### src/rtl/rf_write_arbiter_if.sv
// Request/write-port bundle between writeback requesters, the arbiter and the register bank.
interface rf_write_arbiter_if #(
  parameter int NUM_REQ     = 2,
  parameter int DATA_LENGTH = 32,
  parameter int REGS_QTY    = 32
);
  localparam int ADDR_W = $clog2(REGS_QTY);

  logic [NUM_REQ-1:0]             req_valid;
  logic [NUM_REQ*ADDR_W-1:0]      req_addr;
  logic [NUM_REQ*DATA_LENGTH-1:0] req_data;
  logic [NUM_REQ-1:0]             req_ready;
  logic                           rf_hold;
  logic [DATA_LENGTH-1:0]         rf_d;
  logic [REGS_QTY-1:0]            rf_en;
  logic                           pend_valid;
  logic [ADDR_W-1:0]              pend_addr;

  modport master (
    output req_valid, req_addr, req_data, rf_hold,
    input  req_ready, rf_d, rf_en, pend_valid, pend_addr
  );

  modport slave (
    input  req_valid, req_addr, req_data, rf_hold,
    output req_ready, rf_d, rf_en, pend_valid, pend_addr
  );
endinterface

### src/rtl/rf_write_arbiter.sv
// Arbitrates NUM_REQ writeback requesters onto the register bank's single write port.
// Optional RF_ARB_ROUND_ROBIN_EN selects round-robin arbitration; default is fixed priority.
module rf_write_arbiter #(
  parameter int NUM_REQ     = 2,
  parameter int DATA_LENGTH = 32,
  parameter int REGS_QTY    = 32
) (
  input  logic                clk,
  input  logic                rst,
  rf_write_arbiter_if.slave   bus
);
  localparam int ADDR_W = $clog2(REGS_QTY);
  localparam int IDX_W  = (NUM_REQ > 1) ? $clog2(NUM_REQ) : 1;

  logic                   valid_q, valid_d;
  logic [ADDR_W-1:0]      addr_q, addr_d;
  logic [DATA_LENGTH-1:0] data_q, data_d;

  logic                   grant_any;
  logic [IDX_W-1:0]       grant_idx;
  logic                   accept;
  logic [ADDR_W-1:0]      sel_addr;
  logic [DATA_LENGTH-1:0] sel_data;
  logic                   pend_valid;

  logic [ADDR_W-1:0]      addr_arr [NUM_REQ];
  logic [DATA_LENGTH-1:0] data_arr [NUM_REQ];

  genvar gi;
  generate
    for (gi = 0; gi < NUM_REQ; gi++) begin : g_req
      assign addr_arr[gi]      = bus.req_addr[gi*ADDR_W +: ADDR_W];
      assign data_arr[gi]      = bus.req_data[gi*DATA_LENGTH +: DATA_LENGTH];
      assign bus.req_ready[gi] = accept && (grant_idx == IDX_W'(gi));
    end
  endgenerate

`ifdef RF_ARB_ROUND_ROBIN_EN
  logic [IDX_W-1:0] ptr_q, ptr_d;
  int               dist;
  int               best;

  // Winner is the valid requester at the smallest circular distance from the pointer.
  always_comb begin
    grant_any = 1'b0;
    grant_idx = '0;
    best      = NUM_REQ;
    dist      = 0;
    for (int k = 0; k < NUM_REQ; k++) begin
      dist = (k + NUM_REQ - int'(ptr_q)) % NUM_REQ;
      if (bus.req_valid[k] && (dist < best)) begin
        best      = dist;
        grant_any = 1'b1;
        grant_idx = IDX_W'(k);
      end
    end
  end

  always_comb begin
    ptr_d = ptr_q;
    if (accept) begin
      if (int'(grant_idx) == NUM_REQ - 1) ptr_d = '0;
      else                                ptr_d = grant_idx + IDX_W'(1);
    end
  end

  always_ff @(posedge clk) begin
    if (rst) ptr_q <= '0;
    else     ptr_q <= ptr_d;
  end
`else
  // Fixed priority: scanning downward leaves the lowest-index valid requester selected.
  always_comb begin
    grant_any = 1'b0;
    grant_idx = '0;
    for (int k = NUM_REQ - 1; k >= 0; k--) begin
      if (bus.req_valid[k]) begin
        grant_any = 1'b1;
        grant_idx = IDX_W'(k);
      end
    end
  end
`endif

  assign accept = grant_any && !bus.rf_hold;

  always_comb begin
    sel_addr = '0;
    sel_data = '0;
    for (int k = 0; k < NUM_REQ; k++) begin
      if (grant_idx == IDX_W'(k)) begin
        sel_addr = addr_arr[k];
        sel_data = data_arr[k];
      end
    end
  end

  // Hold freezes the stage entirely; otherwise an unrefilled stage just drops valid.
  always_comb begin
    valid_d = valid_q;
    addr_d  = addr_q;
    data_d  = data_q;
    if (accept) begin
      valid_d = 1'b1;
      addr_d  = sel_addr;
      data_d  = sel_data;
    end else if (!bus.rf_hold) begin
      valid_d = 1'b0;
    end
  end

  always_ff @(posedge clk) begin
    if (rst) begin
      valid_q <= 1'b0;
      addr_q  <= '0;
      data_q  <= '0;
    end else begin
      valid_q <= valid_d;
      addr_q  <= addr_d;
      data_q  <= data_d;
    end
  end

  // Writes to x0 are absorbed: no enable and no hazard report.
  assign pend_valid     = valid_q && (addr_q != '0);
  assign bus.pend_valid = pend_valid;
  assign bus.pend_addr  = addr_q;
  assign bus.rf_d       = data_q;

  always_comb begin
    bus.rf_en = '0;
    if (pend_valid && !bus.rf_hold) bus.rf_en[addr_q] = 1'b1;
  end
endmodule

### src/flat_wrapper.sv
// flat-port wrapper written by rule: the top's interface ports become plain ports
module rf_write_arbiter_flat 
#(
  parameter int NUM_REQ     = 2,
  parameter int DATA_LENGTH = 32,
  parameter int REGS_QTY    = 32
)
  (clk, rst, bus_req_valid, bus_req_addr, bus_req_data, bus_rf_hold, bus_req_ready, bus_rf_d, bus_rf_en, bus_pend_valid, bus_pend_addr);
  rf_write_arbiter_if #(.NUM_REQ(NUM_REQ), .DATA_LENGTH(DATA_LENGTH), .REGS_QTY(REGS_QTY)) bus_i ();
  input  logic clk;
  input  logic rst;
  input wire logic [$bits(bus_i.req_valid)-1:0] bus_req_valid;
  input wire logic [$bits(bus_i.req_addr)-1:0] bus_req_addr;
  input wire logic [$bits(bus_i.req_data)-1:0] bus_req_data;
  input wire logic [$bits(bus_i.rf_hold)-1:0] bus_rf_hold;
  output wire logic [$bits(bus_i.req_ready)-1:0] bus_req_ready;
  output wire logic [$bits(bus_i.rf_d)-1:0] bus_rf_d;
  output wire logic [$bits(bus_i.rf_en)-1:0] bus_rf_en;
  output wire logic [$bits(bus_i.pend_valid)-1:0] bus_pend_valid;
  output wire logic [$bits(bus_i.pend_addr)-1:0] bus_pend_addr;
  assign bus_i.req_valid = bus_req_valid;
  assign bus_i.req_addr = bus_req_addr;
  assign bus_i.req_data = bus_req_data;
  assign bus_i.rf_hold = bus_rf_hold;
  assign bus_req_ready = bus_i.req_ready;
  assign bus_rf_d = bus_i.rf_d;
  assign bus_rf_en = bus_i.rf_en;
  assign bus_pend_valid = bus_i.pend_valid;
  assign bus_pend_addr = bus_i.pend_addr;
  rf_write_arbiter #(.NUM_REQ(NUM_REQ), .DATA_LENGTH(DATA_LENGTH), .REGS_QTY(REGS_QTY)) u_core (.clk(clk), .rst(rst), .bus(bus_i));
endmodule
### config.mk
export PLATFORM = sky130hd
export DESIGN_NAME = rf_write_arbiter_flat
export DESIGN_NICKNAME = d
export VERILOG_FILES = /design/src/rtl/rf_write_arbiter_if.sv /design/src/rtl/rf_write_arbiter.sv /design/src/flat_wrapper.sv
export SDC_FILE = /design/constraint.sdc
export NUM_CORES = 1
export LEC_CHECK = 0
export CORE_ASPECT_RATIO = 1.5
export CORE_MARGIN = 2
export CORE_UTILIZATION = 36
export DETAILED_ROUTE_END_ITERATION = 7
export PLACE_DENSITY = 0.86
export SETUP_SLACK_MARGIN = 0.3
export SLEW_MARGIN = 10
export SYNTH_ARGS = -nofsm -noshare
export SYNTH_HDL_FRONTEND = slang
export SYNTH_SLANG_ARGS = --single-unit
### constraint.sdc
create_clock -name clk -period 3.6 [get_ports clk]
set_input_delay 0.72 -clock clk [delete_from_list [all_inputs] [get_ports clk]]
set_output_delay 0.72 -clock clk [all_outputs]
set_load 0.1 [all_outputs]
==> out/qor.yml, run 1 <==
global_route:
  gr-usage-all-layers_pct: 24.5
  antenna_found_initial: 0
  grt_start_max_net_pins: 76
  grt-ovfl-total: 0
  grt_pass1_wl_um: 11500
  grt_pass1_vias: 2330
sta:
  max_slew_margin_pct: 29.7
  max_slew.worst_pin.slew_ns: 1.05
  hold_ws_ns: 0.495
  setup_tns_ns: 0
  clock_skew_ns: 0
  period_minus_slack_ns: 3.18
  fmax_mhz: 315
  fin_crit_sh_pct: 88.3
  rsz0062_at_grt: "no"
  final-hold-violation-count: 0
  setup_violations: 0
  slew_violations: 0
power_and_ir_drop:
  power.combinational.fraction_pct: 39.8
  power_frac_seq_pct: 34.9
  p_clk_share_pct: 25.3
  power_density_nw_per_um2: 355
  cellLeakagePower_nw: 1.43
  ir_worst_vdd_mv: 0.320
  p_sw_mw: 0.548
  sw_frac_of_total_pct: 40.0
  p_int_mw: 0.821
floorplanning:
  io_pins: 151
  initial_core_util_pct: 37.4
  rows: 32
  die_x_um: 63.6
  dieHeight_um: 93.4
  coreArea_sq_um: 5120
  die-area_sq_um: 5940
synthesis:
  postSynthAreaPerCell_sq_um: 7.23
  synth_top_area_share_pct: 39.7
  synth_top_family_by_area: "simple AND/OR/NAND/NOR gates"
  synth_nets: 344
  synthTopCellsByArea: "dfxtp_1 (40%), a311oi_1 (17%), nand2_1 (15%)"
  synth_commonest_cells: "nand2_1 (76), nor2_1 (72), dfxtp_1 (38)"
  synth.ff_latch_count: 38
  synthSimpleGateAreaFrac_pct: 34.0
  synth_adder_area_share_pct: 0
  yosysMostFrequentCell: "nand2_1"
  mappedNetlistArea_sq_um: 1920
  synth-edff-count: 0
  syn_inst: 265
  yosysWarnings: 0
  synth_xor_area_share_pct: 0
  synth.largest_area_cell: "dfxtp_1"
  synth_seq_area_share_pct: 39.7
  synth_ff_type: "dfxtp_1"
  synth_compound_area_share_pct: 18.5
  synthArstFlopShare_pct: 0
  ys_types: 20
  muxShareOfSynthArea_pct: 0
critical_path:
  critPathTopFamily: "simple AND/OR/NAND/NOR gates"
  cp_num_buf_inv: 2
  cp_cell_sequence: "clkdlybuf4s50_1 > nor2b_1 > nand3b_1 > nor2_1 > buf_12"
  cp.required_ns: 2.88
  crit_slowest_cell: "clkdlybuf4s50_1"
  crit_type: "in2out"
  critPathLaunchType: "input pin"
  cp.arrival_ns: 2.46
  critical-path-max-stage-delay_ns: 0.49
  cp-end-kind: "output pin"
  cp_max_fo: 8
  reg2reg_setup_slack_ns: 2.64
final_layout:
  synthToLayoutAreaGrowth_pct: 101
  final_util_pct: 75.3
  drive_gt1_share_pct: 19.5
  fin_area_sq_um: 3860
  fin_nets: 479
  diodes: 0
drt:
  first_iter_violations: 75
  drc: 0
  drt-wirelength-per-cell_um: 15.7
  wl_um: 7350
  antenna_left: 0
  dr.pass1.iters: 4
  vias_per_cell: 5.17
  vias: 2424
clock_network:
  ctsHoldBuffers: 0
  cts_sinks: 38
  cts_setup_buffers: 0
  cts_made_buffers: 5
  cts_repair_resize_count: 0
  clockBufferDepth: 2
  cts_tree: "yes"
  htreeDepth: 2
  clkTransAtPathRegs_ns: 0.07
  clock_latency_ns: 0.28
  ctsRootBufferMaster: "clkbuf_8"
placement:
  hpwlAfterDp_um: 5480
  place_area_sq_um: 3750
  place.gp.congestion: 0.774
  io_buffers: 149
worst_hold_path:
  hold_path.class: "reg2reg"
status:
  status: "complete, no violations"
run:
  maxCapViolations: 0
==> routing by layer <==
metal  global-route usage [%]  wire (um)
met5                        0          0
met4                     11.6        201
met3                     5.29        452
met2                     46.0       4000
met1                     25.4       2690
==> tightest hold or removal path, delay by kind of cell, from the launching register on <==
family           cells  cell delay (ns)
AND/OR/NAND/NOR      1             0.09
flip-flops           1             0.31
AO/OA/AOI/OAI        1             0.05
==> stage by stage <==
step           worst slack (ns)  std cells  total power, mW
2_1_floorplan            -0.112        265            0.857
3_3_place_gp              0.541        461             1.02
3_5_place_dp              0.446        461             1.03
4_1_cts                   0.427        469             1.38
5_1_grt                   0.325        469             1.42
6_report                  0.422        469             1.37
==> sequential cells by signal, indices dropped and copies added (netlist names) <==
name / count
u_core.bus.pend_addr: 5
u_core.bus.rf_d: 32
u_core.valid_q: 1
==> cell usage in the layout (no fill, tap or decap), types with 2 or more instances in the layout <==
cell               n
clkdlybuf4s50_1  112
nand2_1           76
nor2_1            45
dfxtp_1           38
a311oi_1          37
buf_12            32
nor2_2            27
clkbuf_8           8
buf_4              8
nand3b_1           5
nor2b_1            2
nand3_1            2
==> area by class of cell <==
class	count	area [sq um]
clock buffer	8	110
multi-input combinational	203	1080
timing repair buffer	152	1820
fill	386	1270
sequential	38	761
tap	68	85.1
==> worst paths after layout <==
check,startpoint,to,cells past startpoint
max,bus_rf_hold,bus_rf_en[9],5
min,u_core.bus.rf_d[21]$_SDFFE_PP0P_,u_core.bus.rf_d[21]$_SDFFE_PP0P_,2
max reg2reg,u_core.bus.pend_addr[4]$_SDFFE_PP0P_,u_core.bus.pend_addr[4]$_SDFFE_PP0P_,2
min reg2reg,u_core.bus.rf_d[21]$_SDFFE_PP0P_,u_core.bus.rf_d[21]$_SDFFE_PP0P_,2
==> cells by family after synthesis <==
group           count (synthesis)
other cells                     1
buf+inv                        24
simple gates                  162
compound gates                 40
flops                          38
==> power by group through the flow <==
stage	clock (mW)	combinational, mW	sequential, mW
finish	0.347	0.544	0.478
global route	0.366	0.566	0.483
CTS	0.357	0.545	0.478
detailed placement	0	0.543	0.488
global placement	0	0.535	0.486
floorplan	0	0.142	0.715
No activity file was read; power rests on OpenSTA's default activity.
==> run 2: changes to the inputs <==
CORE_UTILIZATION = 37   (was 36)
CTS_BUF_LIST = sky130_fd_sc_hd__clkbuf_2   (was not set)
MAX_ROUTING_LAYER = met4   (was not set)
PLACE_DENSITY = 0.89   (was 0.86)
==> run 2 against run 1 <==
Against the previous run:
- setup slack gained 0.073 ns
- worst hold slack improved by 0.011 ns
- clock power fell by 47%
- largest cell class unchanged
==> out/qor.yml, run 2 (synthesis results as in run 1) <==
status:
  status: "complete, no violations"  # unchanged
final_layout:
  final_common_cell: "clkdlybuf4s50_1"  # unchanged
  largest_reg_flops: 32  # unchanged
  synthToLayoutAreaGrowth_pct: 97.5  # was 101%
  fin_nets: 479  # unchanged
  drive_gt1_share_pct: 19.2  # was 19.5%
  seq_area_sq_um: 761  # unchanged
  multiInputGateArea_sq_um: 1080  # unchanged
  fillers: 373  # was 386
  diodes: 0  # unchanged
  layoutNonFillerInstCount: 469  # unchanged
  layout_common_cells: "clkdlybuf4s50_1 (112), nand2_1 (76), nor2_1 (45)"  # unchanged
sta:
  final-hold-violation-count: 0  # unchanged
  fmax_mhz: 322  # was 315 MHz
  max_slew.worst_pin.slew_ns: 1.01  # was 1.05 ns
  slew_violations: 0  # unchanged
  fin_crit_sh_pct: 86.3  # was 88.3%
  setup_violations: 0  # unchanged
  period_minus_slack_ns: 3.11  # was 3.18 ns
  max_slew_margin_pct: 32.5  # was 29.7%
  setup_tns_ns: 0  # unchanged
  setup_slack_ns: 0.495  # was 0.422 ns
  rsz0062_at_grt: "no"  # unchanged
  clock_skew_ns: 0  # unchanged
clock_network:
  htreeDepth: 2  # unchanged
  cts_made_buffers: 5  # unchanged
  cts_sinks: 38  # unchanged
  cts_tree: "yes"  # unchanged
  cts_setup_buffers: 0  # unchanged
  ctsHoldBuffers: 0  # unchanged
  clockBufferDepth: 2  # unchanged
  clkTransAtPathRegs_ns: 0.16  # was 0.07 ns
  clock_latency_ns: 0.38  # was 0.28 ns
  cts_repair_resize_count: 0  # unchanged
  ctsRootBufferMaster: "clkbuf_2"  # was clkbuf_8
floorplanning:
  die_x_um: 62.8  # was 63.6 um
  coreArea_sq_um: 5080  # was 5120 sq um
  rows: 32  # unchanged
  die-area_sq_um: 5780  # was 5940 sq um
  io_pins: 151  # unchanged
  dieHeight_um: 92.2  # was 93.4 um
  initial_core_util_pct: 37.7  # was 37.4%
global_route:
  grt-ovfl-total: 0  # unchanged
  antenna_found_initial: 0  # unchanged
  grtUsageMet1_pct: 23.7  # was 25.4%
  grt_most_used_layer: "met2"  # unchanged
  grt_start_max_net_pins: 76  # unchanged
  grt_pass1_wl_um: 10900  # was 11,500 um
  grt_pass1_vias: 2216  # was 2,330
  gr-usage-all-layers_pct: 24.1  # was 24.5%
  use_met2_pct: 46.1  # was 46.0%
  grt_util_met3_pct: 4.05  # was 5.29%
drt:
  drc: 0  # unchanged
  vias_per_cell: 5.02  # was 5.17
  wl_um: 6840  # was 7350 um
  drt-wirelength-per-cell_um: 14.6  # was 15.7 um
  first_iter_violations: 70  # was 75
  vias: 2353  # was 2,424
  dr.pass1.iters: 4  # unchanged
  antenna_left: 0  # unchanged
critical_path:
  cp.arrival_ns: 2.39  # was 2.46 ns
  critPathLaunchType: "input pin"  # unchanged
  cp_max_fo: 8  # unchanged
  cp-end-kind: "output pin"  # unchanged
  cp.required_ns: 2.88  # about the same
  crit_type: "in2out"  # unchanged
placement:
  dp.cells: 461  # unchanged
  io_buffers: 149  # unchanged
  post-place-ws_ns: 0.495  # was 0.446 ns
  place.gp.congestion: 0.821  # was 0.774
  hpwlAfterDp_um: 5250  # was 5480 um
power_and_ir_drop:
  cellLeakagePower_nw: 1.40  # was 1.43 nW
  p_total_mw: 1.20  # was 1.37 mW
  power_density_nw_per_um2: 318  # was 355 nW/um^2
  ir_worst_vdd_mv: 0.284  # was 0.320 mV
worst_hold_path:
  hold_path.class: "reg2reg"  # unchanged
run:
  maxCapViolations: 0  # unchanged
-- run 2: layer usage --
| metal | wire (um) | vias to the layer above | share of wire [%] |
|---|---|---|---|
| li1 | - | 1170 | - |
| met1 | 2530 | 1065 | 37 |
| met4 | 138 | 0 | 2.0 |
| met2 | 3840 | 104 | 56 |
| met5 | 0 | - | 0 |
| met3 | 321 | 14 | 4.7 |
-- run 2: path summary, 6_finish.rpt --
kind | from | endpoint | slack, ns | cells past startpoint
hold reg to reg | u_core.bus.rf_d[22]$_SDFFE_PP0P_ | u_core.bus.rf_d[22]$_SDFFE_PP0P_ | 0.51 | 2
setup reg to reg | u_core.bus.pend_addr[4]$_SDFFE_PP0P_ | u_core.bus.pend_addr[4]$_SDFFE_PP0P_ | 2.66 | 2
hold / removal | u_core.bus.rf_d[22]$_SDFFE_PP0P_ | u_core.bus.rf_d[22]$_SDFFE_PP0P_ | 0.51 | 2
setup / recovery | bus_rf_hold | bus_rf_en[10] | 0.49 | 5
-- run 2: cell type report --
| class | instances | area share [%] |
|---|---|---|
| Clock buffer | 6 | 0.793 |
| Clock inverter | 2 | 0.231 |
| Multi-Input combinational cell | 203 | 28.5 |
| Sequential cell | 38 | 20.1 |
| Tap cell | 68 | 2.25 |
| Timing Repair Buffer | 152 | 48.1 |
-- run 2: where the power goes --
group          total, mW  switching (mW)  internal, mW
Combinational      0.543           0.369         0.173
Sequential         0.479          0.0245         0.455
Clock              0.183           0.135        0.0478
-- run 2: metrics by stage --
stage | hold slack, ns | util (%) | cell area [sq um]
final | 0.506 | 74.5 | 3790
after global routing | 0.526 | 74.5 | 3790
after CTS | 0.509 | 74.5 | 3790
after detailed placement | 0.490 | 73.7 | 3750
after global placement | 0.484 | 73.7 | 3750
after floorplan | 0.471 | - | 1980
-- run 2: worst max-delay path, stage by stage --
cell	delay, ns
clkdlybuf4s50_1	0.47
nor2b_1	0.25
nand3b_1	0.41
nor2_1	0.32
buf_12	0.21
==> run 3: changes to the inputs <==
CORE_UTILIZATION = 34   (was 37)
PLACE_DENSITY = 0.82   (was 0.89)
clock period = 3.5 ns   (was 3.6 ns; I/O delays follow)
==> run 3 against run 2 <==
Against the previous run:
- core utilization is 4.6 points lower
- critical path type unchanged
- global-route usage shrank 0.073 points
- clock skew is the same
- register-to-register slack got worse by 0.20 ns
- die area up 8.3%
- setup slack got worse by 0.10 ns
- combinational power grew 3%
- first-iteration DRC count up 84%
- critical path depth unchanged
- routed wire length increased by 6.8%
==> out/qor.yml, run 3 (synthesis results as in run 1) <==
power_and_ir_drop:
  power_density_nw_per_um2: 347  # was 318 nW/um^2
  p_clk_share_pct: 20.4  # was 15.2%
  cellLeakagePower_nw: 1.42  # was 1.40 nW
  p_total_mw: 1.32  # was 1.20 mW
  power.combinational.fraction_pct: 42.3  # was 45.0%
  power_frac_seq_pct: 37.3  # was 39.8%
  p_int_mw: 0.764  # was 0.676 mW
  sw_frac_of_total_pct: 42.2  # was 43.9%
  p_sw_mw: 0.558  # was 0.529 mW
  ir_worst_vdd_mv: 0.249  # was 0.284 mV
final_layout:
  largest_reg_flops: 32  # unchanged
  final_common_cell: "clkdlybuf4s50_1"  # unchanged
  layoutNonFillerInstCount: 471  # was 469
  drive_gt1_share_pct: 18.2  # was 19.2%
  layout_common_cells: "clkdlybuf4s50_1 (110), nand2_1 (76), nor2_1 (52)"  # was clkdlybuf4s50_1 (112), nand2_1 (76), nor2_1 (45)
  fin_area_sq_um: 3810  # was 3790 sq um
  fillers: 418  # was 373
  final_util_pct: 69.9  # was 74.5%
  fin_nets: 479  # unchanged
  diodes: 0  # unchanged
  synthToLayoutAreaGrowth_pct: 98.6  # was 97.5%
sta:
  clock_skew_ns: 0  # unchanged
  period_minus_slack_ns: 3.11
  setup_violations: 0  # unchanged
  rsz0062_at_grt: "no"  # unchanged
  slew_violations: 0  # unchanged
  max_slew.worst_pin.slew_ns: 1.02  # was 1.01 ns
  fmax_mhz: 322
  max_slew_margin_pct: 31.8  # was 32.5%
  hold_ws_ns: 0.507  # was 0.506 ns
  final-hold-violation-count: 0  # unchanged
  fin_crit_sh_pct: 88.8
status:
  status: "complete, no violations"  # unchanged
critical_path:
  cp.arrival_ns: 2.41  # was 2.39 ns
  reg2reg_setup_slack_ns: 2.46  # was 2.66 ns
  crit_type: "in2out"  # unchanged
  critPathLaunchType: "input pin"  # unchanged
  cp-end-kind: "output pin"  # unchanged
  cp.required_ns: 2.80  # was 2.88 ns
  cp_max_fo: 8  # unchanged
  r2r_cells: 2  # unchanged
  r2r-end: "u_core.bus.pend_addr[3]$_SDFFE_PP0P_"  # was u_core.bus.pend_addr[4]$_SDFFE_PP0P_
  reg2reg_from: "u_core.bus.pend_addr[3]$_SDFFE_PP0P_"  # was u_core.bus.pend_addr[4]$_SDFFE_PP0P_
floorplanning:
  coreArea_sq_um: 5450  # was 5080 sq um
  die_x_um: 65.3  # was 62.8 um
  dieHeight_um: 96.0  # was 92.2 um
  die-area_sq_um: 6270  # was 5780 sq um
  initial_core_util_pct: 35.2  # was 37.7%
  rows: 33  # was 32
  io_pins: 151  # unchanged
clock_network:
  ctsHoldBuffers: 0  # unchanged
  clkTransAtPathRegs_ns: 0.18  # was 0.16 ns
  clockBufferDepth: 2  # unchanged
  cts_repair_resize_count: 0  # unchanged
  cts_setup_buffers: 0  # unchanged
  ctsRootBufferMaster: "clkbuf_2"  # unchanged
  cts_made_buffers: 5  # unchanged
  htreeDepth: 2  # unchanged
  cts_tree: "yes"  # unchanged
  cts_sinks: 38  # unchanged
  clock_latency_ns: 0.39  # was 0.38 ns
drt:
  drt-wirelength-per-cell_um: 15.5  # was 14.6 um
  dr.pass1.iters: 5  # was 4
  first_iter_violations: 129  # was 70
  drc: 0  # unchanged
  antenna_left: 0  # unchanged
  wl_um: 7300  # was 6840 um
  vias: 2424  # was 2,353
  vias_per_cell: 5.15  # was 5.02
worst_hold_path:
  worstHoldPathCells: 2  # unchanged
  hold_end: "u_core.bus.rf_d[18]$_SDFFE_PP0P_"  # was u_core.bus.rf_d[22]$_SDFFE_PP0P_
  hp-start: "u_core.bus.rf_d[18]$_SDFFE_PP0P_"  # was u_core.bus.rf_d[22]$_SDFFE_PP0P_
  hold_path.class: "reg2reg"  # unchanged
global_route:
  grt_start_max_net_pins: 76  # unchanged
  antenna_found_initial: 0  # unchanged
  grt-ovfl-total: 0  # unchanged
  grt_pass1_wl_um: 11400  # was 10,900 um
  grt_pass1_vias: 2377  # was 2,216
  gr-usage-all-layers_pct: 24.0  # was 24.1%
run:
  maxCapViolations: 0  # unchanged
placement:
  dp.cells: 463  # was 461
  place.gp.congestion: 0.790  # was 0.821
  place_area_sq_um: 3740  # was 3750 sq um
  hpwlAfterDp_um: 5540  # was 5250 um
  io_buffers: 149  # unchanged
==> run 3: power by group through the flow <==
| stage | Combinational [mW] | Sequential [mW] | Clock [mW] |
|---|---|---|---|
| 2_1_floorplan | 0.146 | 0.736 | 0 |
| 3_3_place_gp | 0.551 | 0.500 | 0 |
| 3_5_place_dp | 0.559 | 0.502 | 0 |
| 4_1_cts | 0.560 | 0.493 | 0.275 |
| 5_1_grt | 0.584 | 0.498 | 0.293 |
| 6_report | 0.559 | 0.493 | 0.270 |
==> run 3: layer usage <==
metal	share of wire [%]	global-route usage (%)	vias up
met2	55	44.4	120
met5	0	-	-
met3	7.0	4.80	17
met4	2.8	10.6	0
li1	-	-	1169
met1	35	24.3	1118
==> run 3: worst max path at each step <==
stage / start / end / depth (start not counted)
finish: bus_rf_hold / bus_rf_en[17] / 5
global route: bus_rf_hold / bus_rf_en[18] / 5
CTS: bus_rf_hold / bus_rf_en[17] / 5
detailed placement: bus_rf_hold / bus_rf_en[17] / 5
global placement: bus_rf_hold / bus_rf_en[29] / 5
floorplan: u_core.bus.pend_addr[4]$_SDFFE_PP0P_ / bus_rf_en[16] / 3
==> run 3: critical path, stage by stage <==
cell	delay (ns)
clkdlybuf4s50_1	0.48
nor2b_1	0.27
nand3b_1	0.41
nor2_1	0.33
buf_12	0.21
==> run 3: cell type report <==
| cell class | instances | area [sq um] | share of cell area (%) |
|---|---|---|---|
| Clock buffer | 5 | 25.0 | 0.657 |
| Tap cell | 70 | 87.6 | 2.30 |
| Sequential cell | 38 | 761 | 20.0 |
| Timing Repair Buffer | 152 | 1820 | 47.7 |
| Clock inverter | 3 | 40.0 | 1.05 |
| Multi-Input combinational cell | 203 | 1080 | 28.3 |
==> run 3: stage by stage <==
stage | setup TNS, ns | setup slack, ns
4_1_cts | 0 | 0.388
6_report | 0 | 0.391
5_1_grt | 0 | 0.303
3_5_place_dp | 0 | 0.395
3_3_place_gp | 0 | 0.475
2_1_floorplan | -1.03 | -0.101
==> RTL change 1, RTL diff (config.mk and constraints of run 3) <==
`addr_q` and `data_q` no longer have a reset.
--- a/src/rtl/rf_write_arbiter.sv
+++ b/src/rtl/rf_write_arbiter.sv
@@ -112,13 +112,14 @@
   always_ff @(posedge clk) begin
     if (rst) begin
       valid_q <= 1'b0;
-      addr_q  <= '0;
-      data_q  <= '0;
     end else begin
       valid_q <= valid_d;
-      addr_q  <= addr_d;
-      data_q  <= data_d;
     end
+  end
+
+  always_ff @(posedge clk) begin
+    addr_q <= addr_d;
+    data_q <= data_d;
   end
 
   // Writes to x0 are absorbed: no enable and no hazard report.
Function: changed (Yosys sat finds a counterexample within 4 cycles, from zero or initial values and one cycle with rst high).
==> RTL change 1 against run 3 <==
Non-clock buffer count fell by 1. Worst setup slack improved by 0.063 ns. Total power rose by 3.2%. Sequential cell count did not move. Cell area barely moved. Synthesized cell count fell by 49%. Synthesized area fell by 1.6%. Clock skew did not move. Combinational power rose by 6.4%. Routed wire length fell by 24%. Largest power group unchanged.
==> RTL change 1: results (changes against run 3) <==
The run finished with clean final reports. The sequential fraction of the synthesis area is 59.9% (+20 points), and the pre-CTS worst setup slack is 0.461 ns (+0.0659 ns). For this design, the slowest cell found on the critical path is or4b_1.

For the met1 track demand over resource, the log shows 18.5% (-5.7 points). The fraction of final layout cells with drive strength greater than 1 works out to 37.1% (+19 points). The number of nets at the end of the flow is 364 (-24%), and the average cell area after synthesis is 14.0 sq um (+93%).

The non-clock buffer total of the final layout was 151 (-0.66%); the worst hold margin was 0.532 ns (+0.0249 ns). The instance count after placement with tap cells included was 348 (-25%). By count the netlist is led by edfxtp_1, mux2_2, nor2_1. The compound-cell area share of the yosys netlist is 1.13% (-17 points), and the area of all placed cells without fillers is 0.00380 sq mm (about the same). The number of clock-tree buffers in the layout is 8 (+3), and the layout filler cell count is 392 (-6.2%).

The run gives 0.37 ns (-0.02 ns) as the source-to-sink clock delay at the later pin of the worst-skew pair. The count of flip-flops with a built-in enable after synthesis was 37 (+37). The worst voltage drop across the vdd grid was 278 uV (+12%). The logs give 32.3% (+0.47 points) for the headroom to the max-slew limit and 0.760 (-3.9%) for the final weighted congestion in routability-driven placement. The part of the cycle the worst path needs works out to 87.0% (-1.8 points).

In this run the critical register-to-register path is launched from u_core.valid_q. By area the synthesized netlist is led by edfxtp_1, mux2_2, nor2_1. The fraction of met2 tracks used by global routing is 36.1% (-8.3 points). Launch instance of the worst min-delay path: u_core.valid_q. The wire length of the first global-routing pass is 8.78 mm (-23%), and the average wire per standard cell is 15.6 um (+0.49%). The global-route track usage on met3 came out at 5.79% (+0.99 points). The clock tree cell share of total cell area works out to 1.05% (-0.66 points). The post-detailed-routing wire length is 5.54 mm (-24%). The number of search-and-repair iterations in the first detailed-routing pass was 4 (-1).
[RTL change 1: critical path: cells and delay by family]
family                 cells  cell delay, ns
buffers and inverters      2            0.69
AND/OR/NAND/NOR            2            0.94
[RTL change 1: power breakdown]
part / internal, W / switching (W)
logic: 0.000188 / 0.000407
clock network: 0.0000590 / 0.000141
registers: 0.000550 / 0.0000197
[RTL change 1: worst max-delay path by stage]
stage,cells past startpoint,to,startpoint
6_report,4,bus_rf_en[8],bus_rf_hold
5_1_grt,4,bus_rf_en[18],bus_rf_hold
4_1_cts,4,bus_rf_en[18],bus_rf_hold
3_5_place_dp,4,bus_rf_en[6],bus_rf_hold
3_3_place_gp,4,bus_rf_en[4],bus_rf_hold
2_1_floorplan,2,bus_rf_en[5],u_core.bus.pend_addr[2]
[RTL change 1: metal layers]
metal	wire [um]	up-vias	share of wire [%]
met5	0	-	0
met4	167	0	3.0
met3	461	14	8.3
met2	3150	101	57
met1	1770	775	32
li1	-	792	-
==> RTL change 2, RTL diff (config.mk and constraints of run 3) <==
Made on the original files. `NUM_REQ` is set to 2 in 3 places; all go to 4.
--- a/src/rtl/rf_write_arbiter_if.sv
+++ b/src/rtl/rf_write_arbiter_if.sv
@@ -1,6 +1,6 @@
 // Request/write-port bundle between writeback requesters, the arbiter and the register bank.
 interface rf_write_arbiter_if #(
-  parameter int NUM_REQ     = 2,
+  parameter int NUM_REQ     = 4,
   parameter int DATA_LENGTH = 32,
   parameter int REGS_QTY    = 32
 );
--- a/src/rtl/rf_write_arbiter.sv
+++ b/src/rtl/rf_write_arbiter.sv
@@ -1,7 +1,7 @@
 // Arbitrates NUM_REQ writeback requesters onto the register bank's single write port.
 // Optional RF_ARB_ROUND_ROBIN_EN selects round-robin arbitration; default is fixed priority.
 module rf_write_arbiter #(
-  parameter int NUM_REQ     = 2,
+  parameter int NUM_REQ     = 4,
   parameter int DATA_LENGTH = 32,
   parameter int REGS_QTY    = 32
 ) (
--- a/src/flat_wrapper.sv
+++ b/src/flat_wrapper.sv
@@ -1,7 +1,7 @@
 // flat-port wrapper written by rule: the top's interface ports become plain ports
 module rf_write_arbiter_flat 
 #(
-  parameter int NUM_REQ     = 2,
+  parameter int NUM_REQ     = 4,
   parameter int DATA_LENGTH = 32,
   parameter int REGS_QTY    = 32
 )
Ports: changed (resized bus_req_addr, bus_req_data, bus_req_ready and bus_req_valid); port bits go from 151 to 229. The function was not compared with the original's and may differ.
==> RTL change 2 against run 3 <==
Hold slack got worse by 0.014 ns. Total power up 19%. Largest power group unchanged. Synthesized area up 52%. Clock power grew 27%. Register-to-register slack better by 0.20 ns. First-iteration DRC count grew 22%. Final cell count increased by 53%. Global-route usage rose by 3.7 points. Worst setup slack gained 0.14 ns. Routed wire length increased by 80%. Critical endpoint is now bus_rf_en[3]. Sequential cell count is the same. Cell area increased by 50%.
==> RTL change 2: results (changes against run 3) <==
The run finished with clean final reports. Cell at the root of the clock tree: clkbuf_2. The synthesized netlist net count was 568 (+65%).

The stage delay of the slowest cell on the critical path was 0.42 ns (-0.06 ns); the number of setup buffers added after CTS was 0 (unchanged). The average via count per standard cell works out to 5.61 (+9.0%). The number of distinct library cells after synthesis is 25 (+25%).

Post-route antenna net violation count: 0 (unchanged). The number of cells produced by synthesis was 413 (+56%); the number of design-rule violations left by the first detailed-router iteration was 157 (+22%). The number of standard cells in the final layout excluding fillers is 721 (+53%), and the largest net degree at the start of global routing is 57 (-25%). The number of flip-flops in the largest register works out to 32 (unchanged). The maximum number of buffers from clock root to sink is 2 (unchanged).

The tools report the global-route track usage on met3 as 4.91% (+0.11 points). The logs give 2.27 ns (-0.14 ns) for the signal arrival time at the worst endpoint and 4 (-1) for the number of search-and-repair iterations in the first detailed-routing pass. The worst voltage drop across the vdd grid was 154 uV (-38%); the post-detailed-routing wire length was 13.2 mm (+80%). The quantity of gates resized following cts came out at 0 (unchanged). The worst-margin pin slew is 1.03 ns (+0.00926 ns). The logs give 711 (+54%) for the instance count after placement with tap cells included and 49.5% (+5.1 points) for the fraction of met2 tracks used by global routing. The fraction of registers with async set or reset after synthesis was 0% (unchanged).

The run gives 3,993 (+68%) as the via count of the first global-routing pass. The most critical setup path has its startpoint at bus_rf_hold. For the number of levels the H-tree was split into, the log shows 2 (unchanged).

The startpoint identified for the worst register-to-register timing path is u_core.bus.pend_addr[0]. The count of buffers from port buffering works out to 227 (+52%). The launch instance of the worst min-delay path is u_core.bus.rf_d[3]. The total number of yosys warnings is 0 (unchanged), and the compound-cell area share of the yosys netlist is 38.6% (+20 points). The clock-pin slew on the worst setup and hold paths came out at 0.20 ns (+0.02 ns). The post-synthesis share of cell area spent on xor and xnor gates is 0% (unchanged). The mux share of post-synthesis cell area is 0% (unchanged), and the global routing usage summed across all routing layers is 27.8% (+3.7 points). dfxtp_1 takes more of the synthesized area than any other cell. Critical-path maximum fanout: 8 (unchanged). The sequential fraction of the synthesis area is 26.0% (-14 points). The synthesized-area fraction occupied by adder cells came out at 0% (unchanged). For the number of antenna violations at the first check in global routing, the log shows 2 (+2). The worst setup path is launched from an input pin.

The commonest cells after synthesis are nand2_1, nor2b_1, dfxtp_1. The number of nets at the end of the flow is 766 (+60%). The classification of the worst-slack hold path was reg2reg. The tools report the quantity of hold-fixing buffers added after cts as 0 (unchanged).

The final weighted congestion in routability-driven placement was 0.887 (+12%); the fraction of final layout cells with drive strength greater than 1 was 17.0% (-1.2 points). The run gives 0.38 ns as the source-to-sink clock delay at the later pin of the worst-skew pair. The layout filler cell count came out at 687 (+64%). The sum of net half-perimeters after detailed placement is 9.91 mm (+79%). Sorting the synthesized cells by area gives the leading types as dfxtp_1, a32o_1, nand2_1.

The leakage power summed over all cells was 1.98 nW (+40%). The logs give 0 ns (unchanged) for the post-route clock skew and 0.00836 sq mm (+53%) for the core outline area. The met1 track demand over resource was 28.1% (+3.8 points). Wire length of the first global-routing pass: 20.1 mm (+76%).
==> RTL change 2: changes by cell type in the layout (fill, tap and decap cells not counted), sizes merged, moves of 3 or more <==
cell / before / now
nor2b: 3 / 42
buf: 42 / 59
a32o: 0 / 37
nor2: 72 / 35
clkdlybuf4s50: 110 / 180
a211oi: 0 / 37
nor3b: 0 / 3
nand3b: 5 / 2
o31ai: 0 / 37
nor3: 0 / 3
o21ai: 0 / 37
a311oi: 37 / 0
nand2: 76 / 82
==> RTL change 2: worst max-delay path: cells and delay by family <==
kind	cells	cell delay [ns]
buf+inv	3	0.81
simple gates	3	0.75
==> RTL change 2: where the power goes <==
part	internal, W	total [W]	leakage [nW]	switching, W
Sequential	0.000465	0.000490	0.313	0.0000254
Combinational	0.000294	0.000741	1.61	0.000447
Clock	0.000190	0.000344	0.0506	0.000154
Total	0.000949	0.00158	1.98	0.000626
==> RTL change 2: cell type report <==
type                    instances  area, sq um  share of cell area (%)
repair buffers                239         2660                    46.6
multi-input cells             326         2060                    36.1
flip-flops and latches         38          761                    13.3
well taps                     107          134                    2.34
clock inverters                 3         63.8                    1.12
clock buffers                   5         25.0                   0.438
diodes                          2         5.00                  0.0876
inverters                       1         3.75                  0.0657
==> RTL change 2: final timing paths <==
path | depth (start not counted) | endpoint | slack, ns
worst max-delay path | 6 | bus_rf_en[3] | 0.53
worst min-delay path | 1 | u_core.bus.rf_d[3] | 0.49
worst max register to register | 1 | u_core.bus.pend_addr[0] | 2.66
worst min register to register | 1 | u_core.bus.rf_d[3] | 0.49
==> RTL change 2: logic make-up after synthesis <==
logic type,after synthesis
AO/OA/AOI/OAI,151
buffers and inverters,49
flip-flops,38
other,1
AND/OR/NAND/NOR,174
==> RTL change 2: per-layer routing <==
metal  routed length, um  up-vias
li1                    -     1918
met1                4740     1898
met2                6950      183
met3                 885       47
met4                 581        0
met5                   0        -
==> RTL change 2: stage by stage <==
stage,cell area [sq um],setup slack (ns)
4_1_cts,5710,0.544
2_1_floorplan,3020,-0.182
6_report,5710,0.529
3_3_place_gp,5620,0.587
5_1_grt,5710,0.438
3_5_place_dp,5620,0.552
